### src/rtl/uart_rx_fifo_if.sv
// rtl/uart_rx_fifo_if.sv - receive-FIFO read/status bundle for uart_rx_fifo
// master: the receiver drives data/status and listens to ack_i/clear_i
// slave : the consumer reads data/status and drives ack_i/clear_i
interface uart_rx_fifo_if #(
  parameter int DATA_BITS  = 8,
  parameter int FIFO_DEPTH = 4
);
  localparam int CNT_W = $clog2(FIFO_DEPTH) + 1;

  logic [DATA_BITS-1:0] data_o;
  logic                 ready_o;
  logic [CNT_W-1:0]     count_o;
  logic                 parity_error_o;
  logic                 framing_error_o;
  logic                 overrun_o;
  logic                 ack_i;
  logic                 clear_i;

  modport master (
    output data_o, ready_o, count_o, parity_error_o, framing_error_o, overrun_o,
    input  ack_i, clear_i
  );

  modport slave (
    input  data_o, ready_o, count_o, parity_error_o, framing_error_o, overrun_o,
    output ack_i, clear_i
  );
endinterface

### src/rtl/uart_rx_fifo.sv
// rtl/uart_rx_fifo.sv - UART frame receiver feeding a small receive FIFO
// clock_i/reset_i      : single clock, synchronous active-high reset
// serial_i             : asynchronous serial line, idles high
// clock_divider_i      : clock cycles per bit (0 and 1 act as 2)
// parity_bit_i/parity_even_i/two_stop_i : frame format, latched at start bit
// fifo_if              : head word, parity tag, count, ready, sticky errors, ack/clear
module uart_rx_fifo #(
  parameter int DATA_BITS  = 8,
  parameter int FIFO_DEPTH = 4,
  parameter int DIV_WIDTH  = 16
) (
  input  logic                 clock_i,
  input  logic                 reset_i,
  input  logic                 serial_i,
  input  logic [DIV_WIDTH-1:0] clock_divider_i,
  input  logic                 parity_bit_i,
  input  logic                 parity_even_i,
  input  logic                 two_stop_i,
  uart_rx_fifo_if.master       fifo_if
);
  localparam int PTR_W = $clog2(FIFO_DEPTH);
  localparam int CNT_W = PTR_W + 1;
  localparam int BIT_W = $clog2(DATA_BITS);

  typedef enum logic [2:0] {IDLE, START, DATA, PARITY, STOP1, STOP2, WAIT_HIGH} state_t;

  state_t               state;
  logic [1:0]           sync;
  logic                 rx;
  logic [DIV_WIDTH-1:0] div_q;
  logic [DIV_WIDTH-1:0] cnt;
  logic [DIV_WIDTH-1:0] target;
  logic [BIT_W-1:0]     bit_idx;
  logic [DATA_BITS-1:0] data_sr;
  logic                 par_tag_q;
  logic                 par_en_q;
  logic                 par_even_q;
  logic                 two_stop_q;
  logic                 tick;
  logic                 push;
  logic                 fe_set;

  logic [DATA_BITS:0]   mem [FIFO_DEPTH];
  logic [DATA_BITS:0]   head;
  logic [PTR_W-1:0]     wr_ptr;
  logic [PTR_W-1:0]     rd_ptr;
  logic [CNT_W-1:0]     count;
  logic                 ack_q;
  logic                 pop;
  logic                 wr_en;
  logic                 ov_set;
  logic                 fe_q;
  logic                 ov_q;

  assign rx = sync[1];

  // The start bit is sampled at half a bit time, every later sample a full bit later.
  always_comb begin
    target = (state == START) ? (div_q >> 1) : div_q;
    tick   = (cnt == target - DIV_WIDTH'(1));
    push   = tick && rx && ((state == STOP1 && !two_stop_q) || state == STOP2);
    fe_set = tick && !rx && (state == STOP1 || state == STOP2);
  end

  always_ff @(posedge clock_i) begin
    if (reset_i) begin
      sync       <= 2'b11;
      state      <= IDLE;
      cnt        <= '0;
      bit_idx    <= '0;
      data_sr    <= '0;
      par_tag_q  <= 1'b0;
      div_q      <= DIV_WIDTH'(2);
      par_en_q   <= 1'b0;
      par_even_q <= 1'b0;
      two_stop_q <= 1'b0;
    end else begin
      sync <= {sync[0], serial_i};
      case (state)
        IDLE: begin
          if (!rx) begin
            state      <= START;
            cnt        <= '0;
            div_q      <= (clock_divider_i < DIV_WIDTH'(2)) ? DIV_WIDTH'(2) : clock_divider_i;
            par_en_q   <= parity_bit_i;
            par_even_q <= parity_even_i;
            two_stop_q <= two_stop_i;
            par_tag_q  <= 1'b0;
          end
        end
        START: begin
          if (tick) begin
            cnt     <= '0;
            bit_idx <= '0;
            state   <= rx ? IDLE : DATA;
          end else begin
            cnt <= cnt + DIV_WIDTH'(1);
          end
        end
        DATA: begin
          if (tick) begin
            cnt     <= '0;
            data_sr <= {rx, data_sr[DATA_BITS-1:1]};
            bit_idx <= bit_idx + BIT_W'(1);
            if (bit_idx == BIT_W'(DATA_BITS - 1))
              state <= par_en_q ? PARITY : STOP1;
          end else begin
            cnt <= cnt + DIV_WIDTH'(1);
          end
        end
        PARITY: begin
          if (tick) begin
            cnt       <= '0;
            // Odd parity expects the XOR to be 1, so inverting for odd folds both cases.
            par_tag_q <= (^data_sr) ^ rx ^ ~par_even_q;
            state     <= STOP1;
          end else begin
            cnt <= cnt + DIV_WIDTH'(1);
          end
        end
        STOP1: begin
          if (tick) begin
            cnt <= '0;
            if (!rx)            state <= WAIT_HIGH;
            else if (two_stop_q) state <= STOP2;
            else                state <= IDLE;
          end else begin
            cnt <= cnt + DIV_WIDTH'(1);
          end
        end
        STOP2: begin
          if (tick) begin
            cnt   <= '0;
            state <= rx ? IDLE : WAIT_HIGH;
          end else begin
            cnt <= cnt + DIV_WIDTH'(1);
          end
        end
        WAIT_HIGH: begin
          // A break stays here without re-flagging until the line recovers.
          if (rx) state <= IDLE;
        end
        default: state <= IDLE;
      endcase
    end
  end

  // Only the rising edge of ack pops; an edge on an empty FIFO is simply consumed.
  always_comb begin
    pop    = fifo_if.ack_i && !ack_q && (count != '0);
    wr_en  = push && ((count != CNT_W'(FIFO_DEPTH)) || pop);
    ov_set = push && (count == CNT_W'(FIFO_DEPTH)) && !pop;
  end

  always_ff @(posedge clock_i) begin
    if (wr_en) mem[wr_ptr] <= {par_tag_q, data_sr};
  end

  always_ff @(posedge clock_i) begin
    if (reset_i) begin
      wr_ptr <= '0;
      rd_ptr <= '0;
      count  <= '0;
      ack_q  <= 1'b1;
      fe_q   <= 1'b0;
      ov_q   <= 1'b0;
    end else begin
      ack_q <= fifo_if.ack_i;
      if (wr_en) wr_ptr <= wr_ptr + PTR_W'(1);
      if (pop)   rd_ptr <= rd_ptr + PTR_W'(1);
      case ({wr_en, pop})
        2'b10:   count <= count + CNT_W'(1);
        2'b01:   count <= count - CNT_W'(1);
        default: count <= count;
      endcase
      // A fresh error in the clearing cycle keeps the flag set.
      fe_q <= (fe_q && !fifo_if.clear_i) || fe_set;
      ov_q <= (ov_q && !fifo_if.clear_i) || ov_set;
    end
  end

  assign head                    = mem[rd_ptr];
  assign fifo_if.ready_o         = (count != '0);
  assign fifo_if.count_o         = count;
  assign fifo_if.data_o          = (count != '0) ? head[DATA_BITS-1:0] : '0;
  assign fifo_if.parity_error_o  = (count != '0) && head[DATA_BITS];
  assign fifo_if.framing_error_o = fe_q;
  assign fifo_if.overrun_o       = ov_q;
endmodule

### src/flat_wrapper.sv
// flat-port wrapper written by rule: the top's interface ports become plain ports
module uart_rx_fifo_flat 
#(
  parameter int DATA_BITS  = 8,
  parameter int FIFO_DEPTH = 4,
  parameter int DIV_WIDTH  = 16
)
  (clock_i, reset_i, serial_i, clock_divider_i, parity_bit_i, parity_even_i, two_stop_i, fifo_if_data_o, fifo_if_ready_o, fifo_if_count_o, fifo_if_parity_error_o, fifo_if_framing_error_o, fifo_if_overrun_o, fifo_if_ack_i, fifo_if_clear_i);
  uart_rx_fifo_if #(.DATA_BITS(DATA_BITS), .FIFO_DEPTH(FIFO_DEPTH)) fifo_if_i ();
  input  logic clock_i;
  input  logic reset_i;
  input  logic serial_i;
  input  logic [DIV_WIDTH-1:0] clock_divider_i;
  input  logic parity_bit_i;
  input  logic parity_even_i;
  input  logic two_stop_i;
  output wire logic [$bits(fifo_if_i.data_o)-1:0] fifo_if_data_o;
  output wire logic [$bits(fifo_if_i.ready_o)-1:0] fifo_if_ready_o;
  output wire logic [$bits(fifo_if_i.count_o)-1:0] fifo_if_count_o;
  output wire logic [$bits(fifo_if_i.parity_error_o)-1:0] fifo_if_parity_error_o;
  output wire logic [$bits(fifo_if_i.framing_error_o)-1:0] fifo_if_framing_error_o;
  output wire logic [$bits(fifo_if_i.overrun_o)-1:0] fifo_if_overrun_o;
  input wire logic [$bits(fifo_if_i.ack_i)-1:0] fifo_if_ack_i;
  input wire logic [$bits(fifo_if_i.clear_i)-1:0] fifo_if_clear_i;
  assign fifo_if_data_o = fifo_if_i.data_o;
  assign fifo_if_ready_o = fifo_if_i.ready_o;
  assign fifo_if_count_o = fifo_if_i.count_o;
  assign fifo_if_parity_error_o = fifo_if_i.parity_error_o;
  assign fifo_if_framing_error_o = fifo_if_i.framing_error_o;
  assign fifo_if_overrun_o = fifo_if_i.overrun_o;
  assign fifo_if_i.ack_i = fifo_if_ack_i;
  assign fifo_if_i.clear_i = fifo_if_clear_i;
  uart_rx_fifo #(.DATA_BITS(DATA_BITS), .FIFO_DEPTH(FIFO_DEPTH), .DIV_WIDTH(DIV_WIDTH)) u_core (.clock_i(clock_i), .reset_i(reset_i), .serial_i(serial_i), .clock_divider_i(clock_divider_i), .parity_bit_i(parity_bit_i), .parity_even_i(parity_even_i), .two_stop_i(two_stop_i), .fifo_if(fifo_if_i));
endmodule
### config.mk
export PLATFORM = sky130hd
export DESIGN_NAME = uart_rx_fifo_flat
export DESIGN_NICKNAME = d
export VERILOG_FILES = /design/src/rtl/uart_rx_fifo_if.sv /design/src/rtl/uart_rx_fifo.sv /design/src/flat_wrapper.sv
export SDC_FILE = /design/constraint.sdc
export NUM_CORES = 1
export LEC_CHECK = 0
export CAP_MARGIN = 15
export CORE_AREA = 2 2 138 140
export CTS_BUF_LIST = sky130_fd_sc_hd__clkbuf_4
export CTS_CLUSTER_SIZE = 8
export DETAILED_ROUTE_END_ITERATION = 16
export DIE_AREA = 0 0 140 142
export GPL_TIMING_DRIVEN = 0
export HOLD_SLACK_MARGIN = 0.1
export PLACE_DENSITY = 0.46
export SKIP_CTS_REPAIR_TIMING = 1
export SLEW_MARGIN = 20
export SYNTH_ARGS = -nofsm -noshare
export SYNTH_HDL_FRONTEND = slang
export SYNTH_SLANG_ARGS = --single-unit
### constraint.sdc
create_clock -name clock_i -period 4.55 [get_ports clock_i]
set_clock_uncertainty 0.15 [all_clocks]
set_input_delay 0.91 -clock clock_i [delete_from_list [all_inputs] [get_ports clock_i]]
set_output_delay 0.91 -clock clock_i [all_outputs]
set_load 0.01 [all_outputs]
==> summary.md <==
| Metric | Value |
|---|---|
| Synth Register Bits | 100 |
| Core Area | 0.0185 sq mm |
| PwrDens | 256 mW/mm^2 |
| CP endpoint kind | register |
| Synth Warn # | 0 |
| GPL Wtd Cong | between 0.7 and 0.8 |
| DR iter-0 viols | about 220 |
| Die Y | 142 um |
| Post-DP HPWL | between 9 and 10 mm |
| FF+latch area | 0.00236 sq mm |
| # diodes | 0 |
| Leakage power | roughly 2.1 nW |
| Slew headroom | between 30% and 40% |
| R2R Setup Slk | 180 ps |
| CP Class | register to register |
| Mapped Cells | approximately 550 |
| Top cells by count, synth | 64 x dfxtp_1, 51 x a21oi_1, 49 x nand2_1 |
| Synth top area cells | dfxtp_1 24%, edfxtp_1 20%, a21oi_1 4.7%, mux2i_1 4.6%, xnor2_1 3.9% |
| # clock sinks | 100 |
| Sw Share | 28.9% |
| Reg clk slew, reported paths | approximately 170 ps |
| Final period util | between 90 and 100% |
| Max cap viols | 0 |
| Hold Path Class | register to register |
| Post-route ant nets | 0 |
| CP max FO | 9 |
| Netlist Area Pre-Place | about 0.0054 sq mm |
| TritonCTS Buffers | 9 |
| Switching power total | 0.000474 W |
| Routed WL | between 10 and 15 mm |
| DR vias/cell | between 4 and 5 |
| Clock power frac | between 20 and 30% |
| Global-route wire length before repair | around 21 mm |
| Fillers | between 1,500 and 2,000 |
| Reg2reg start | u_core.state[0] |
| CP Launch Type | register |
| P&R area growth vs syn | 18.3% |
| Largest net degree at the start of global routing | 19 |
| Starting density of the core | between 20 and 30% |
| Power Internal | approximately 0.0012 W |
| Worst Path Arrival | roughly 4600 ps |
| Post-synth cell types | 70 |
| Port bufs | 37 |
| Cell with the most instances after synthesis | dfxtp_1 |
| Reg power frac | about 57% |
| Synthesized Nets | approximately 580 |
| Hold path startpoint | u_core.sync[0] |
| Synth Flop Type | dfxtp_1 |
| Logic pwr share | 15.0% |
| FF-to-FF path depth | 20 |
| Final Setup Violations | 0 |
| Max Slew Vio Count | 0 |
| Power, Total | 0.00164 W |
| F_max | approximately 0.23 GHz |
| Hold endpoint | u_core.sync[1] |
| Vias | approximately 4,200 |
| Drc violations | 3 |
| Run status | finished with violations |
| Failing checks | DRC |
| TritonCTS clock tree | yes |
| Skew-Pair Late Insertion Delay | around 470 ps |
| Antenna violations before repair | 0 |
| Worst Path Required | a little under 5000 ps |
| Row Count | 50 |
| Cell taking the most area after synthesis | dfxtp_1 |
| Die width | roughly 140 um |
| Max Root-Sink Buffers | 2 |
| Routed WL per cell | 15.9 um |
| Count of flip-flops with a built-in enable after synthesis | 36 |
| Clock Tree Root | clkbuf_4 |
| Reg2Reg Capture Point | u_core.fifo_if.count_o[2] |
| Worst IR Drop VDD | approximately 120 uV |
| Vias in the first global route | approximately 4,000 |
| H-tree levels | 3 |
| Worst Hold Depth | 1 |
| Tmin final | 4370 ps |
| Grt total ovfl | 0 |
| GRT Resource Usage Total | 13.7% |
| Hold_ws | approximately 300 ps |
| Footprint of the multi-input gates | roughly 0.0029 sq mm |
| Syn_area_per_cell | between 9 and 10 sq um |
| Slew @ Worst Pin | ~950 ps |
| Layout Nets | 640 |
| FFs w/ async S/R, synth | 0% |
| Post-synthesis sequential area ratio | between 40% and 50% |
| Die footprint | between 0.015 and 0.02 sq mm |
| RSZ-0062 raised after global routing | yes |
| Layout cells sized above 1 | about an eighth |
| Number of I/O pins | 39 |
| Critical Path Start | u_core.state[0] |
| Router iterations before antenna repair | 11 |
| Number of hold violations in the final report | 0 |
| Synth top area share | a little under a quarter |
==> worst max-delay path by stage <==
| stage | slack (ps) | to | cells after the start |
|---|---|---|---|
| 4_1_cts | -880 | u_core.fifo_if.count_o[2] | 20 |
| 6_report | 180 | u_core.fifo_if.count_o[2] | 20 |
| 3_5_place_dp | -870 | u_core.fifo_if.count_o[2] | 20 |
| 5_1_grt | -50 | u_core.fifo_if.count_o[2] | 20 |
| 2_1_floorplan | 70 | u_core.fifo_if.count_o[2] | 20 |
| 3_3_place_gp | -770 | u_core.fifo_if.count_o[2] | 20 |
==> metal layers <==
layer	GRT usage (%)	part of all wire, %
met1	17.3	46
met2	23.9	50
met3	2.15	3.1
met4	4.47	0.96
met5	0	0
==> cell type report <==
type                    instances  area share, %
plain buffers                  37           2.97
clock buffers                   9           1.06
clock inverters                 6          0.879
inverters                      12          0.704
multi-input cells             398           45.8
flip-flops and latches        100           36.9
well taps                     234           4.57
repair buffers                 48           7.07
==> placed cells by master (no fill, tap or decap), types with 3 or more instances in the layout <==
master,n
o21ai_1,15
a21oi_1,50
a21o_1,3
nor2b_1,25
nor4_4,3
clkdlybuf4s50_1,37
edfxtp_1,36
and3_1,15
xor2_1,16
dfxtp_1,62
clkbuf_1,27
and2_1,10
buf_6,6
nand2_1,48
ha_1,7
or2_2,3
nand2b_1,7
nand3_1,7
or3b_4,3
nor3_1,11
nand4_1,4
o21ai_0,5
nor2_1,29
nor4_1,7
xnor2_1,23
inv_1,11
nand3b_1,16
mux2i_1,23
buf_4,12
mux4_2,9
clkbuf_4,9
==> power groups by stage <==
| stage | Combinational (W) | Sequential [W] | Clock (W) |
|---|---|---|---|
| 6_report | 0.000247 | 0.000943 | 0.000452 |
| 5_1_grt | 0.000271 | 0.000945 | 0.000506 |
| 4_1_cts | 0.000217 | 0.000942 | 0.000477 |
| 3_5_place_dp | 0.000216 | 0.000962 | 0 |
| 3_3_place_gp | 0.000214 | 0.000962 | 0 |
| 2_1_floorplan | 0.000151 | 0.000958 | 0 |
==> through the flow <==
| step | setup slack (ps) | area, sq um | cells | TNS (ps) | utilization, % |
|---|---|---|---|---|---|
| floorplan | 68.1 | 5410 | 548 | 0 | - |
| detailed placement | -868 | 6080 | 819 | -31850 | 32.9 |
| CTS | -885 | 6200 | 834 | -32120 | 33.6 |
| finish | 175 | 6400 | 844 | 0 | 34.7 |
| global placement | -774 | 6080 | 819 | -28530 | 32.9 |
| global route | -47.6 | 6400 | 844 | -47.6 | 34.7 |
==> critical path, stage by stage (launching register included) <==
cell and delay [ps]:
dfxtp_2 350, buf_6 120, nor3b_4 310, buf_6 200
mux2i_4 250, ha_2 230, or3b_4 420, mux2i_4 210
nand2_2 100, mux2i_1 140, mux2i_2 310, nor4_4 70
nand4_1 160, nor2_4 60, inv_1 60, ha_2 190
inv_2 40, fa_1 360, xor2_1 150, or3_1 300
a21oi_1 130
==> kinds of logic (layout without fill, tap and decap cells) <==
group                    Yosys count  after routing  synth area share (%)
flip-flops                       100            100                  43.7
buffers and inverters             50            112                  4.18
multiplexers                      35             35                  8.62
XOR/XNOR                          41             41                  6.77
AO/OA/AOI/OAI                    103            103                  12.2
adder cells (fa/ha/maj)           10             10                  2.45
AND/OR/NAND/NOR                  209            209                  22.1
==> flip-flops by register name, summed over array words and instances, names as in the netlist, named ones only <==
register                        flops
u_core.rd_ptr                       2
u_core.par_en_q                     1
u_core.par_tag_q                    1
u_core.fifo_if.framing_error_o      1
u_core.wr_ptr                       2
u_core.div_q                       16
u_core.fifo_if.count_o              3
u_core.state                        3
u_core.ack_q                        1
u_core.cnt                         16
u_core.bit_idx                      3
u_core.fifo_if.overrun_o            1
u_core.mem                         36
u_core.two_stop_q                   1
u_core.sync                         2
u_core.par_even_q                   1
u_core.data_sr                      8
(Power assumes the default switching activity.)
